### src/rtl/swap_pkg.sv
// Shared definitions for the lane-permuting pipeline: mode encodings,
// counter width and the lane source-index function.
package swap_pkg;

    localparam int unsigned CNT_W = 16;

    typedef enum logic [1:0] {
        MODE_PASS = 2'd0,
        MODE_SWAP = 2'd1,
        MODE_ROT  = 2'd2,
        MODE_REV  = 2'd3
    } mode_e;

    // Returns which input lane feeds output lane 'lane' for the given mode.
    function automatic int unsigned src_lane(input logic [1:0] mode,
                                             input int unsigned lane,
                                             input int unsigned lanes);
        int unsigned src;
        src = lane;
        case (mode_e'(mode))
            MODE_PASS: src = lane;
            MODE_SWAP: begin
                if ((lane % 2) == 0) begin
                    if ((lane + 1) < lanes) src = lane + 1;
                end else begin
                    src = lane - 1;
                end
            end
            MODE_ROT:  src = (lane + 1) % lanes;
            MODE_REV:  src = lanes - 1 - lane;
            default:   src = lane;
        endcase
        return src;
    endfunction

endpackage

### src/rtl/swap_stage.sv
// One valid/data register stage; accepts when empty or draining this cycle.
module swap_stage
    import swap_pkg::*;
#(
    parameter int unsigned DW = 18
) (
    input  logic          clk,
    input  logic          rst_n,
    input  logic          in_valid,
    output logic          in_ready,
    input  logic [DW-1:0] in_data,
    output logic          out_valid,
    input  logic          out_ready,
    output logic [DW-1:0] out_data
);

    logic          valid_q;
    logic [DW-1:0] data_q;

    always_comb begin
        in_ready  = !valid_q || out_ready;
        out_valid = valid_q;
        out_data  = data_q;
    end

    always_ff @(posedge clk) begin
        if (!rst_n) begin
            valid_q <= 1'b0;
            data_q  <= '0;
        end else if (in_ready) begin
            valid_q <= in_valid;
            if (in_valid) data_q <= in_data;
        end
    end

endmodule

### src/rtl/swap_pipe.sv
// Lane permutation applied at entry, followed by DEPTH elastic register
// stages and a handshake counter on the output.
module swap_pipe
    import swap_pkg::*;
#(
    parameter int unsigned WIDTH = 9,
    parameter int unsigned LANES = 2,
    parameter int unsigned DEPTH = 1
) (
    input  logic                   clk,
    input  logic                   rst_n,
    input  logic                   in_valid,
    output logic                   in_ready,
    input  logic [LANES*WIDTH-1:0] in_data,
    input  logic [1:0]             mode,
    output logic                   out_valid,
    input  logic                   out_ready,
    output logic [LANES*WIDTH-1:0] out_data,
    output logic [CNT_W-1:0]       xfer_count
);

    localparam int unsigned DW = LANES * WIDTH;

    logic [DW-1:0] perm_data;

    always_comb begin
        perm_data = '0;
        for (int unsigned i = 0; i < LANES; i++) begin
            perm_data[i*WIDTH +: WIDTH] = in_data[src_lane(mode, i, LANES)*WIDTH +: WIDTH];
        end
    end

    // Per-stage handshake nets live in their own generate scope so the
    // ready chain is a set of distinct signals rather than one vector.
    for (genvar s = 0; s < DEPTH; s++) begin : g_stage
        logic          vin;
        logic          rin;
        logic [DW-1:0] din;
        logic          vout;
        logic          rout;
        logic [DW-1:0] dout;

        if (s == 0) begin : g_first
            assign vin = in_valid;
            assign din = perm_data;
        end else begin : g_next
            assign vin = g_stage[s-1].vout;
            assign din = g_stage[s-1].dout;
        end

        if (s == DEPTH - 1) begin : g_last
            assign rout = out_ready;
        end else begin : g_mid
            assign rout = g_stage[s+1].rin;
        end

        swap_stage #(.DW(DW)) u_stage (
            .clk       (clk),
            .rst_n     (rst_n),
            .in_valid  (vin),
            .in_ready  (rin),
            .in_data   (din),
            .out_valid (vout),
            .out_ready (rout),
            .out_data  (dout)
        );
    end

    always_comb begin
        in_ready  = rst_n && g_stage[0].rin;
        out_valid = g_stage[DEPTH-1].vout;
        out_data  = g_stage[DEPTH-1].dout;
    end

    always_ff @(posedge clk) begin
        if (!rst_n) begin
            xfer_count <= '0;
        end else if (out_valid && out_ready) begin
            xfer_count <= xfer_count + 1'b1;
        end
    end

endmodule

### config.mk
export PLATFORM = sky130hd
export DESIGN_NAME = swap_pipe
export DESIGN_NICKNAME = d
export VERILOG_FILES = /design/src/rtl/swap_pkg.sv /design/src/rtl/swap_stage.sv /design/src/rtl/swap_pipe.sv
export SDC_FILE = /design/constraint.sdc
export NUM_CORES = 1
export LEC_CHECK = 0
export BUFFER_PORTS_ARGS = -buffer_cell sky130_fd_sc_hd__buf_2
export CAP_MARGIN = 0
export CORE_MARGIN = 2
export CORE_UTILIZATION = 40
export CTS_CLUSTER_DIAMETER = 60
export DETAILED_ROUTE_END_ITERATION = 8
export HOLD_SLACK_MARGIN = 0.08
export PLACE_DENSITY = 0.72
export SYNTH_ARGS = -nofsm -noshare
export SYNTH_HDL_FRONTEND = slang
export SYNTH_SLANG_ARGS = --single-unit
### constraint.sdc
create_clock -name clk -period 1.8 [get_ports clk]
set_clock_uncertainty 0.15 [all_clocks]
set_input_delay 0.36 -clock clk [delete_from_list [all_inputs] [get_ports clk]]
set_output_delay 0.36 -clock clk [all_outputs]
set_load 0.03 [all_outputs]
; Yosys cells after proc, flatten, opt, wreduce, memory -nomap -nowiden
; Cells that the tools add are included.
[classes]
multipliers = 2
mux = 2
shifts = 2
add_sub_neg = 1
eq_ne = 3
n_reduce_logical = 7
[op_table]
columns = op, n
row1 = one-hot mux 32 bit (2 select lines), 2
row2 = variable part select 18 x 33 -> 9 bit, 2
row3 = "multiplier 32 x 4 -> 32 bit, second input constant", 2
row4 = "adder 16 x 1 -> 16 bit, second input constant", 1
row5 = "== test 2 bit, second input constant", 2
row6 = OR reduction 3 bit, 1
row7 = "== test 2 x 1 -> 1 bit, second input constant", 1
row8 = logical AND 1 bit, 2
row9 = zero test 2 bit, 1
row10 = AND reduction 2 bit, 1
row11 = zero test 1 bit, 1
row12 = logical OR 1 bit, 1
[word_totals]
out_inout_bits = 36
input_bits = 24
word_cells = 20
ff_bits = 35

; Longest topological paths before layout
[depth]
word_depth = 5
depth_mapped = 6
ltp_nobuf = 5

; By module
; A second synthesis with hierarchy kept.
[hier_totals]
hier_cells = 185
area_unflattened_um2 = 1726.7
[by_module_without_submodules]
columns = mod, area_each_um2, instances, cells_each
row1 = swap_pipe, 939.7, 1, 102
row2 = swap_stage, 787.0, 1, 83

; Worst setup path after synthesis
; Ideal clock, no wire load.
[synth_timing]
path_type = reg-to-reg
from = register g_stage[0].u_stage.valid_q
to = register xfer_count[11]
period_less_slack_ns = 1.945
path_stages_with_launch = 5
required_time_ns = 1.580
setup_ns = 0.070
arrival_time_ns = 1.724
path_slack_ns = -0.145
n_path_buf = 0
cell_sequence = dfxtp_1 > nand3_2 > or4_4 > or3_1 > a21oi_1
[synth_via]
elab_chain_cells = 1
[synth_rtl]
columns = element, line_no
row1 = start: declaration, swap_stage.sv:17  ; logic valid_q;
row2 = start signal: assignment, swap_stage.sv:31  ; valid_q <= in_valid;
row3 = logical AND 1 bit, swap_pipe.sv:78  ; end else if (out_valid && out_ready) begin
row4 = end signal: assignment, swap_pipe.sv:79  ; xfer_count <= xfer_count + 1'b1;
row5 = end: declaration, swap_pipe.sv:19  ; output logic [CNT_W-1:0] xfer_count
; Every way passes these cells.
; A chain may end at the register's enable or synchronous reset.

; Final worst setup path
[layout_timing]
from = register g_stage[0].u_stage.valid_q
to = output in_ready
[layout_via]
elab_chain_cells = 3
[layout_rtl]
columns = element, line_no
row1 = zero test 1 bit, swap_stage.sv:21  ; in_ready = !valid_q || out_ready;
row2 = logical OR 1 bit, swap_stage.sv:21
row3 = logical AND 1 bit, swap_pipe.sv:70  ; in_ready = rst_n && g_stage[0].rin;
row4 = end: declaration, swap_pipe.sv:13  ; output logic in_ready,
; Every way passes these cells.

==> summary.md <==
| Metric | Value |
|---|---|
| Status | `finished, final reports clean` |
| Final setup viols | `0` |
| Grt total ovfl | `0` |
| Mapped Area | `1555 um2` |
| CTS clk-pin slew, worst paths | `0.07 ns` |
| Number of antenna diodes | `0` |
| Die width | `66.36 um` |
| Layout net count | `285` |
| Yosys warns | `0` |
| Crit path buf inv count | `1` |
| I/O pins | `60` |
| Post-route ant nets | `0` |
| Initial DRC Count | `43` |
| WL final | `3591 um` |
| Critical Path RT | `1.29 ns` |
| CTS Buf Count | `5` |
| Fillers | `384` |
| Register area share after synthesis | `45.05%` |
| Worst min-delay path class | `input port to flip-flop` |
| Total track usage | `17.71%` |
| Post-route cell area | `2086 um2` |
| Critical path class | `flip-flop to output port` |
| Slowest cell on crit path | `dfxtp_4` |
| Max-slew violation count | `0` |
| Post-route insts no fill | `309` |
| Setup_tns | `0 ns` |
| Inst Count DP | `300` |
| Critical Path AT | `1.24 ns` |
| Total die area | `4403 um2` |
| CP top delay family | `simple AND/OR/NAND/NOR gates` |
| Max Root-Sink Buffers | `2` |
| Crit-path cells | `or2b_4 -> and2_1 -> buf_2` |
| Commonest non-fill, non-tap cell in the layout | `buf_2` |
| Total clock sinks | `35` |
| Top cells by area, synth | `dfxtp_1, a311oi_1, nor2_1, o21ai_0, nand2_1` |
| Vias | `1569` |
| GPL Wtd Cong | `0.7879` |
| Vias in the first global route | `1362` |
| Hold Vio Cnt, Final | `0` |
| Fin crit period | `1.755 ns` |
| H-tree depth | `2` |
| Relative slew slack | `71.32%` |
| Initial antenna violation count | `0` |
| Largest net degree at the start of global routing | `37` |
| Area of the multi-input gates | `792.0 um2` |
| Area after DPL | `1973 um2` |
| Core Region | `3689 um2` |
| Total of max-cap violations | `0` |
| DIE HEIGHT | `66.36 um` |
| Post-CTS Hold Fix Bufs | `0` |
| Worst-margin pin slew | `0.4262 ns` |
| Row cnt | `22` |
| Pwr Density | `826.6 nW/um2` |
| Wire per inst | `11.62 um` |
| Register area | `716.9 um2` |
| Crit end category | `output port` |
| Root Buffer | `clkbuf_8` |
| Leading area contributor after synthesis | `dfxtp_1` |
| Post-route DRC violation count | `0` |
| FMAX | `569.9 MHz` |
| VDD IR max | `0.4162 mV` |
| Top cell type's share of synthesized area | `45.05%` |
| Post-Syn Instances | `194` |
| Vias per std cell | `5.078` |
| Lkg Pwr | `0.8864 nW` |
| RSZ-0062 raised after global routing | `no` |
| Later-pin clock latency in the skew report | `0.29 ns` |
| Most frequent cells in the layout | `buf_2, nor2_1, nand2_1` |
| Seq cells post-synth | `35` |
| Detail Placement HPWL | `2638 um` |
| Initial Util | `42.16%` |
| Synth Area per Inst | `8.017 um2` |
| Share of post-route cells with drive strength above 1 | `35.25%` |
| Max FO, Critical Path | `5` |
| Area Growth Syn to Fin | `34.11%` |
| First-pass DRT Iterations | `4` |
| Synthesized Nets | `219` |
| Distinct cells, synth | `24` |
| Buffers on Ports | `59` |
| First-pass GRT wire length | `5913 um` |
| CTS tree | `done` |
| Startpoint types | `flip-flop` |
| CP max stage delay | `0.37 ns` |
| Fin crit share | `97.48%` |
## per-stage QoR
step                      utilization, %  hold WS, ns  power [mW]  worst slack (ns)
after floorplan                        -       0.3319       1.021           0.01657
after global placement             53.49       0.3106       1.115          0.008522
after detailed placement           53.49       0.3154       1.118          -0.03674
after CTS                          56.34       0.1397       1.754         0.0002397
after global routing               56.55       0.1545       1.809         0.0009651
final                              56.55       0.1502       1.724           0.04531
## logic make-up (layout without fill, tap and decap cells)
logic type	count (synthesis)	in the layout	share of synthesized area [%]
muxes	2	2	1.287
xor gates and xnor gates	10	10	5.632
buffers and inverters	17	84	4.183
DFF	35	35	45.05
and+or+nand+nor	85	85	24.54
adders and majority gates	1	1	0.8044
AOI/OAI and AO/OA	44	44	18.50
## flip-flops by register name, summed over array words and instances, names as in the netlist
name	flops
g_stage.u_stage.out_data	18
g_stage.u_stage.out_valid	1
xfer_count	16
## cell usage after synthesis, drive strengths merged
cell type and n:
nand3 10, nor3 4, xnor2 8, nand2 25, or3 3, nand2b 2, inv 5, a311oi 18
xor2 2, clkbuf 10, nor4 2, buf 2, mux2i 2, o21ai 21, dfxtp 35, and2 2
or2b 1, a21oi 5, or4 1, ha 1, nand4 2, nor2 33
## path summary, 6_finish.rpt
| check | startpoint | end | slack, ns | cells after the start |
|---|---|---|---|---|
| max | g_stage[0].u_stage.out_valid | in_ready | 0.05 | 3 |
| min | in_valid | g_stage[0].u_stage.out_valid | 0.15 | 3 |
| max reg2reg | xfer_count[2] | xfer_count[13] | 0.10 | 4 |
| min reg2reg | xfer_count[15] | xfer_count[15] | 0.32 | 2 |
## timing repair
item | CTS | global route
resized for setup | 2 | 0
endpoints found under the setup margin | 1 | 1
endpoints found under the hold margin | 0 | 0
setup buffers | 0 | 1
## final cells by class
cell class	count	share of cell area, %
multi-input combinational	142	37.97
sequential	35	34.37
inverter	5	0.8998
clock buffer	8	4.799
tap	48	2.879
timing repair buffer	71	19.08
## power by group
group          switching [mW]  internal [mW]  leakage (nW)
combinational           0.174         0.0955         0.543
clock                   0.275          0.349        0.0515
sequential             0.0192          0.811         0.292
total                   0.469           1.26         0.886
## routing by layer
metal / GRT usage (%) / vias to the layer above / wire (um)
met5: 0 / - / 0
met4: 6.122 / 0 / 48
met3: 8.007 / 6 / 288
met2: 30.63 / 44 / 1715
met1: 18.95 / 710 / 1539
li1: - / 809 / -
## tightest hold or removal path, stage by stage
cell and delay [ns]:
buf_2 0.10, inv_1 0.04, a21oi_1 0.04
Power figures use the tool's default switching activity.
